<file path="config.mk">
export PLATFORM = sky130hd
export DESIGN_NAME = opera_bus_decoder
export DESIGN_NICKNAME = d
export VERILOG_FILES = /design/src/rtl/opera_bus_decoder.sv
export SDC_FILE = /design/constraint.sdc
export NUM_CORES = 1
export LEC_CHECK = 0
export CAP_MARGIN = 20
export CORE_AREA = 5 5 132 134
export DETAILED_ROUTE_END_ITERATION = 12
export DIE_AREA = 0 0 137 139
export PLACE_DENSITY = 0.8
export REMOVE_ABC_BUFFERS = 1
export SLEW_MARGIN = 25
export SYNTH_ARGS = -nofsm -noshare
export SYNTH_HDL_FRONTEND = slang
export SYNTH_SLANG_ARGS = --single-unit
</file>
<file path="constraint.sdc">
create_clock -name sys_clk -period 3.1 [get_ports sys_clk]
set_clock_uncertainty 0.1 [all_clocks]
set_input_delay 0.62 -clock sys_clk [delete_from_list [all_inputs] [get_ports sys_clk]]
set_output_delay 0.62 -clock sys_clk [all_outputs]
set_load 0.1 [all_outputs]
</file>
<file path="src/rtl/opera_bus_decoder.sv">
// Wishbone address decoder / response mux: base/mask region decode, one registered access in flight.
// Optional bus-timeout error is enabled by defining BUS_TIMEOUT_EN.
module opera_bus_decoder #(
  parameter int unsigned              NUM_SLAVES     = 4,
  parameter logic [32*NUM_SLAVES-1:0] SLV_BASE       = {NUM_SLAVES{32'h0}},
  parameter logic [32*NUM_SLAVES-1:0] SLV_MASK       = {NUM_SLAVES{32'hFFFF0000}},
  parameter int unsigned              TIMEOUT_CYCLES = 255
) (
  input  logic                         sys_clk,
  input  logic                         reset_n,
  input  logic [31:0]                  i_wb_adr,
  input  logic [31:0]                  i_wb_dat,
  input  logic [3:0]                   i_wb_sel,
  input  logic                         i_wb_we,
  input  logic                         i_wb_cyc,
  input  logic                         i_wb_stb,
  output logic [31:0]                  o_wb_dat,
  output logic                         o_wb_ack,
  output logic                         o_wb_err,
  output logic [31:0]                  o_s_adr,
  output logic [31:0]                  o_s_dat,
  output logic [3:0]                   o_s_sel,
  output logic                         o_s_we,
  output logic [NUM_SLAVES:0]          o_s_stb,
  input  logic [32*(NUM_SLAVES+1)-1:0] i_s_dat,
  input  logic [NUM_SLAVES:0]          i_s_ack
);

  localparam int unsigned NS = NUM_SLAVES + 1;

  typedef enum logic [1:0] {IDLE, ACCESS, RESP} state_e;

  state_e          state_q, state_d;
  logic [31:0]     adr_q, adr_d, wdat_q, wdat_d, rdat_q, rdat_d;
  logic [3:0]      sel_q, sel_d;
  logic            we_q, we_d, ack_q, ack_d;
  logic [NS-1:0]   stb_q, stb_d;
  logic [NS-1:0]   dec_c;
  logic            hit_c, slv_ack_c;
  logic [31:0]     slv_dat_c;

`ifdef BUS_TIMEOUT_EN
  logic [7:0]      cnt_q, cnt_d;
  logic            err_q, err_d;
`endif

  // Region decode: lowest matching index wins, no match selects the default port
  always_comb begin
    dec_c = '0;
    hit_c = 1'b0;
    for (int i = 0; i < int'(NUM_SLAVES); i++) begin
      if (!hit_c && ((i_wb_adr & SLV_MASK[32*i +: 32]) == SLV_BASE[32*i +: 32])) begin
        dec_c[i] = 1'b1;
        hit_c    = 1'b1;
      end
    end
    if (!hit_c) dec_c[NUM_SLAVES] = 1'b1;
  end

  // Only the strobed slave's ack and data are visible to the FSM
  always_comb begin
    slv_ack_c = |(i_s_ack & stb_q);
    slv_dat_c = '0;
    for (int i = 0; i < int'(NS); i++) begin
      if (stb_q[i]) slv_dat_c = slv_dat_c | i_s_dat[32*i +: 32];
    end
  end

  always_comb begin
    state_d = state_q;
    adr_d   = adr_q;
    wdat_d  = wdat_q;
    sel_d   = sel_q;
    we_d    = we_q;
    stb_d   = stb_q;
    rdat_d  = rdat_q;
    ack_d   = 1'b0;
`ifdef BUS_TIMEOUT_EN
    cnt_d   = cnt_q;
    err_d   = 1'b0;
`endif
    case (state_q)
      IDLE: begin
        if (i_wb_cyc && i_wb_stb) begin
          adr_d   = i_wb_adr;
          wdat_d  = i_wb_dat;
          sel_d   = i_wb_sel;
          we_d    = i_wb_we;
          stb_d   = dec_c;
`ifdef BUS_TIMEOUT_EN
          cnt_d   = 8'd0;
`endif
          state_d = ACCESS;
        end
      end
      ACCESS: begin
        // Master abort beats a same-cycle slave ack
        if (!i_wb_cyc) begin
          stb_d   = '0;
          state_d = IDLE;
        end else if (slv_ack_c) begin
          rdat_d  = slv_dat_c;
          stb_d   = '0;
          ack_d   = 1'b1;
          state_d = RESP;
        end
`ifdef BUS_TIMEOUT_EN
        else if ((cnt_q + 8'd1) == 8'(TIMEOUT_CYCLES)) begin
          stb_d   = '0;
          err_d   = 1'b1;
          state_d = RESP;
        end else begin
          cnt_d   = cnt_q + 8'd1;
        end
`endif
      end
      RESP:    state_d = IDLE;
      default: state_d = IDLE;
    endcase
  end

  always_ff @(posedge sys_clk or negedge reset_n) begin
    if (!reset_n) begin
      state_q <= IDLE;
      adr_q   <= '0;
      wdat_q  <= '0;
      sel_q   <= '0;
      we_q    <= 1'b0;
      stb_q   <= '0;
      rdat_q  <= '0;
      ack_q   <= 1'b0;
`ifdef BUS_TIMEOUT_EN
      cnt_q   <= '0;
      err_q   <= 1'b0;
`endif
    end else begin
      state_q <= state_d;
      adr_q   <= adr_d;
      wdat_q  <= wdat_d;
      sel_q   <= sel_d;
      we_q    <= we_d;
      stb_q   <= stb_d;
      rdat_q  <= rdat_d;
      ack_q   <= ack_d;
`ifdef BUS_TIMEOUT_EN
      cnt_q   <= cnt_d;
      err_q   <= err_d;
`endif
    end
  end

`ifdef BUS_TIMEOUT_EN
  assign o_wb_err = err_q;
`else
  logic unused_timeout_c;
  assign unused_timeout_c = ^TIMEOUT_CYCLES;
  assign o_wb_err = 1'b0;
`endif

  assign o_wb_dat = rdat_q;
  assign o_wb_ack = ack_q;
  assign o_s_adr  = adr_q;
  assign o_s_dat  = wdat_q;
  assign o_s_sel  = sel_q;
  assign o_s_we   = we_q;
  assign o_s_stb  = stb_q;

endmodule
</file>
==> flow_summary_export.csv <==
group,metric,value,unit
run_status,status,"finished clean",
final_layout,final_cell_mix,"clkdlybuf4s50_1, buf_4, dfrtp_1, mux2_1, a22o_1",
timing,fin_crit_sh,0.708,
yosys,synth_area,4480,um^2
die,core,16200,um^2
detailed_routing,first_pass_iters,4,
final_layout,final_layout_size_suffix_gt1_frac,0.298,
yosys,seq_area_frac_synth,0.592,
yosys,synthFlopType,"dfrtp_1",
die,io_pins,346,
timing,drv_slew,0,
place,place_area,6860,um^2
final_layout,syn_to_final_growth,59.7,%
detailed_routing,drc,0,
final_layout,layout.nets,758,
grt,grt_pass1_wl,18400,um
timing,setup_violations,0,
yosys,syn_inst,281,
clock_tree,holdBufCountCts,0,
place,gp_congestion,0.762,
detailed_routing,num_vias,3228,
yosys,yosysTopAreaCell,"dfrtp_1",
detailed_routing,vias_per_cell,4.34,
clock_tree,root_buffer,"clkbuf_16",
clock_tree,cts_resized,0,
worst_setup_path,cp_cell_sequence,"clkdlybuf4s50_1, nand3b_1, nor2b_4, buf_12, mux2_1",
final_layout,stdcell_area,7160,um^2
timing,fmax,0.456,GHz
yosys,ys_ff_latch,106,
die,die_x,137,um
worst_setup_path,max_stage_delay,0.51,ns
worst_setup_path,rrSetupSlack,1.18,ns
clock_tree,clock-sinks,106,
yosys,synthTopCellsByArea,"dfrtp_1, mux2_1, mux2_4",
timing,setup-tns-final,0,ns
yosys,synth_cell_types,21,
clock_tree,post-cts-setup-buffer-count,0,
die,initial_core_util,0.277,
detailed_routing,wl_per_cell,16.0,um
timing,whs,0.226,ns
run,cap_viol_max_count,0,
pwr,ir_drop,0.000615,V
pwr,power.total,0.00733,W
grt,grt_usage,0.121,
worst_setup_path,critPathRequiredTime,3.22,ns
detailed_routing,drt_iter0_drc,81,
worst_setup_path,cp_top_family,"buffers and inverters",
clock_tree,clk_latency,0.34,ns
grt,antenna_found_initial,0,
worst_setup_path,startpoint_type,"input pin",
detailed_routing,finalWirelength,11900,um
detailed_routing,drtAntennaViolNets,0,
die,die-area,19000,um^2
final_layout,diodes,0,
yosys,async_flop_share,1.00,
grt,grt_pass1_vias,3586,
worst_setup_path,rr_endpoint,"o_wb_dat[1]$_DFFE_PN0P_",
die,die_y,139,um
yosys,yosysTopAreaCellShare,0.592,
yosys,synth_edf_count,0,
clock_tree,cts_tree,"built",
place,hpwl,9350,um
worst_setup_path,cp_max_fo,28,
pwr,p_per_area,1020,nW/um^2
grt,overflow,0,
timing,hold_viol,0,
grt,grt_max_degree,72,
worst_setup_path,worst-path-buf-inv,2,
yosys,yosysWarnings,0,
clock_tree,htree_levels,3,
worst_setup_path,arrival,2.31,ns
final_layout,layout_commonest_cell,"clkdlybuf4s50_1",
hold_path,hp-class,"input pin to async pin",
clock_tree,cts_inserted_buffers,9,
worst_setup_path,cp-end-kind,"flip-flop",
timing,grt_setup_unrepaired,"no",
timing,period_needed,2.19,ns
place,placement.io_buffers,242,
clock_tree,cts.clk_slew.worst_paths,0.07,ns
worst_setup_path,slowest_stage,"clkdlybuf4s50_1",
die,rows,47,
clock_tree,clock_path_buffers,2,
yosys,syn_area_per_cell,16.0,um^2
worst_setup_path,worstRegToRegCells,4,
timing,worst_slew_pin_slew,0.714,ns
pwr,power_leakage,3.22,nW
worst_setup_path,critPathKind,"input pin to flip-flop",
timing,max-slew-margin-rel,0.524,
worst_setup_path,worstReg2RegStart,"state_q[1]$_DFFE_PN0P_",
## Yosys cell counts (2+ instances only)
cell type and instances:
nor4_1 4, buf_4 4, buf_12 3, mux2_1 72, a22o_1 34, dfrtp_1 106, nor2b_1 2, buf_2 9
buf_6 2, clkbuf_1 6, mux2_4 29
## metrics by stage
stage / instances / worst slack [ns] / utilization
floorplan: 260 / -5.83 / -
global placement: 729 / 0.614 / 0.424
detailed placement: 729 / 0.536 / 0.424
CTS: 743 / 0.917 / 0.443
global route: 743 / 0.835 / 0.443
finish: 743 / 0.906 / 0.443
## power by group
group          switching [W]  total [W]  internal [W]
logic                0.00320    0.00418      0.000974
clock network       0.000485    0.00119      0.000704
registers           0.000206    0.00196       0.00175
## per-layer routing
layer | wire (um) | share of wire | up-vias | GRT usage
li1 | - | - | 1501 | -
met2 | 5570 | 0.47 | 181 | 0.200
met5 | 0 | 0 | - | 0
met4 | 212 | 0.018 | 0 | 0.0473
met1 | 4970 | 0.42 | 1531 | 0.148
met3 | 1140 | 0.096 | 15 | 0.0370
## kinds of logic (layout without fill, tap and decap cells)
logic type | after synthesis | after routing | synth area share
AO/OA/AOI/OAI | 37 | 37 | 0.0709
buffers and inverters | 24 | 263 | 0.0402
flip-flops | 106 | 106 | 0.592
multiplexers | 101 | 101 | 0.278
other | 1 | 4 | 0.000836
AND/OR/NAND/NOR | 12 | 12 | 0.0187
## worst max-delay path by stage
stage,from,end,slack [ns],depth (start not counted)
global route,i_wb_cyc,o_wb_dat[1]$_DFFE_PN0P_,0.83,5
finish,i_wb_cyc,o_wb_dat[1]$_DFFE_PN0P_,0.91,5
CTS,o_s_stb[0]$_DFFE_PN0P_,o_s_stb[0],0.92,2
detailed placement,i_wb_cyc,o_wb_dat[1]$_DFFE_PN0P_,0.54,5
floorplan,i_wb_cyc,o_s_stb[4]$_DFFE_PN0P_,-5.83,3
global placement,i_wb_adr[18],o_s_stb[4]$_DFFE_PN0P_,0.61,5
## sequential cells by signal (all words and copies together) (netlist names)
signal    flops
o_s_adr      32
o_wb_dat     32
o_s_stb       2
o_s_sel       4
state_q       2
o_wb_ack      1
o_s_dat      32
o_s_we        1
## layout make-up
type | instances | area, um^2
clock buffers | 10 | 229
well taps | 220 | 275
clock inverters | 4 | 77.6
flip-flops and latches | 106 | 2650
multi-input cells | 154 | 1680
fillers | 1430 | 9010
repair buffers | 249 | 2250
Note: power is estimated with default switching activity, not from simulation.
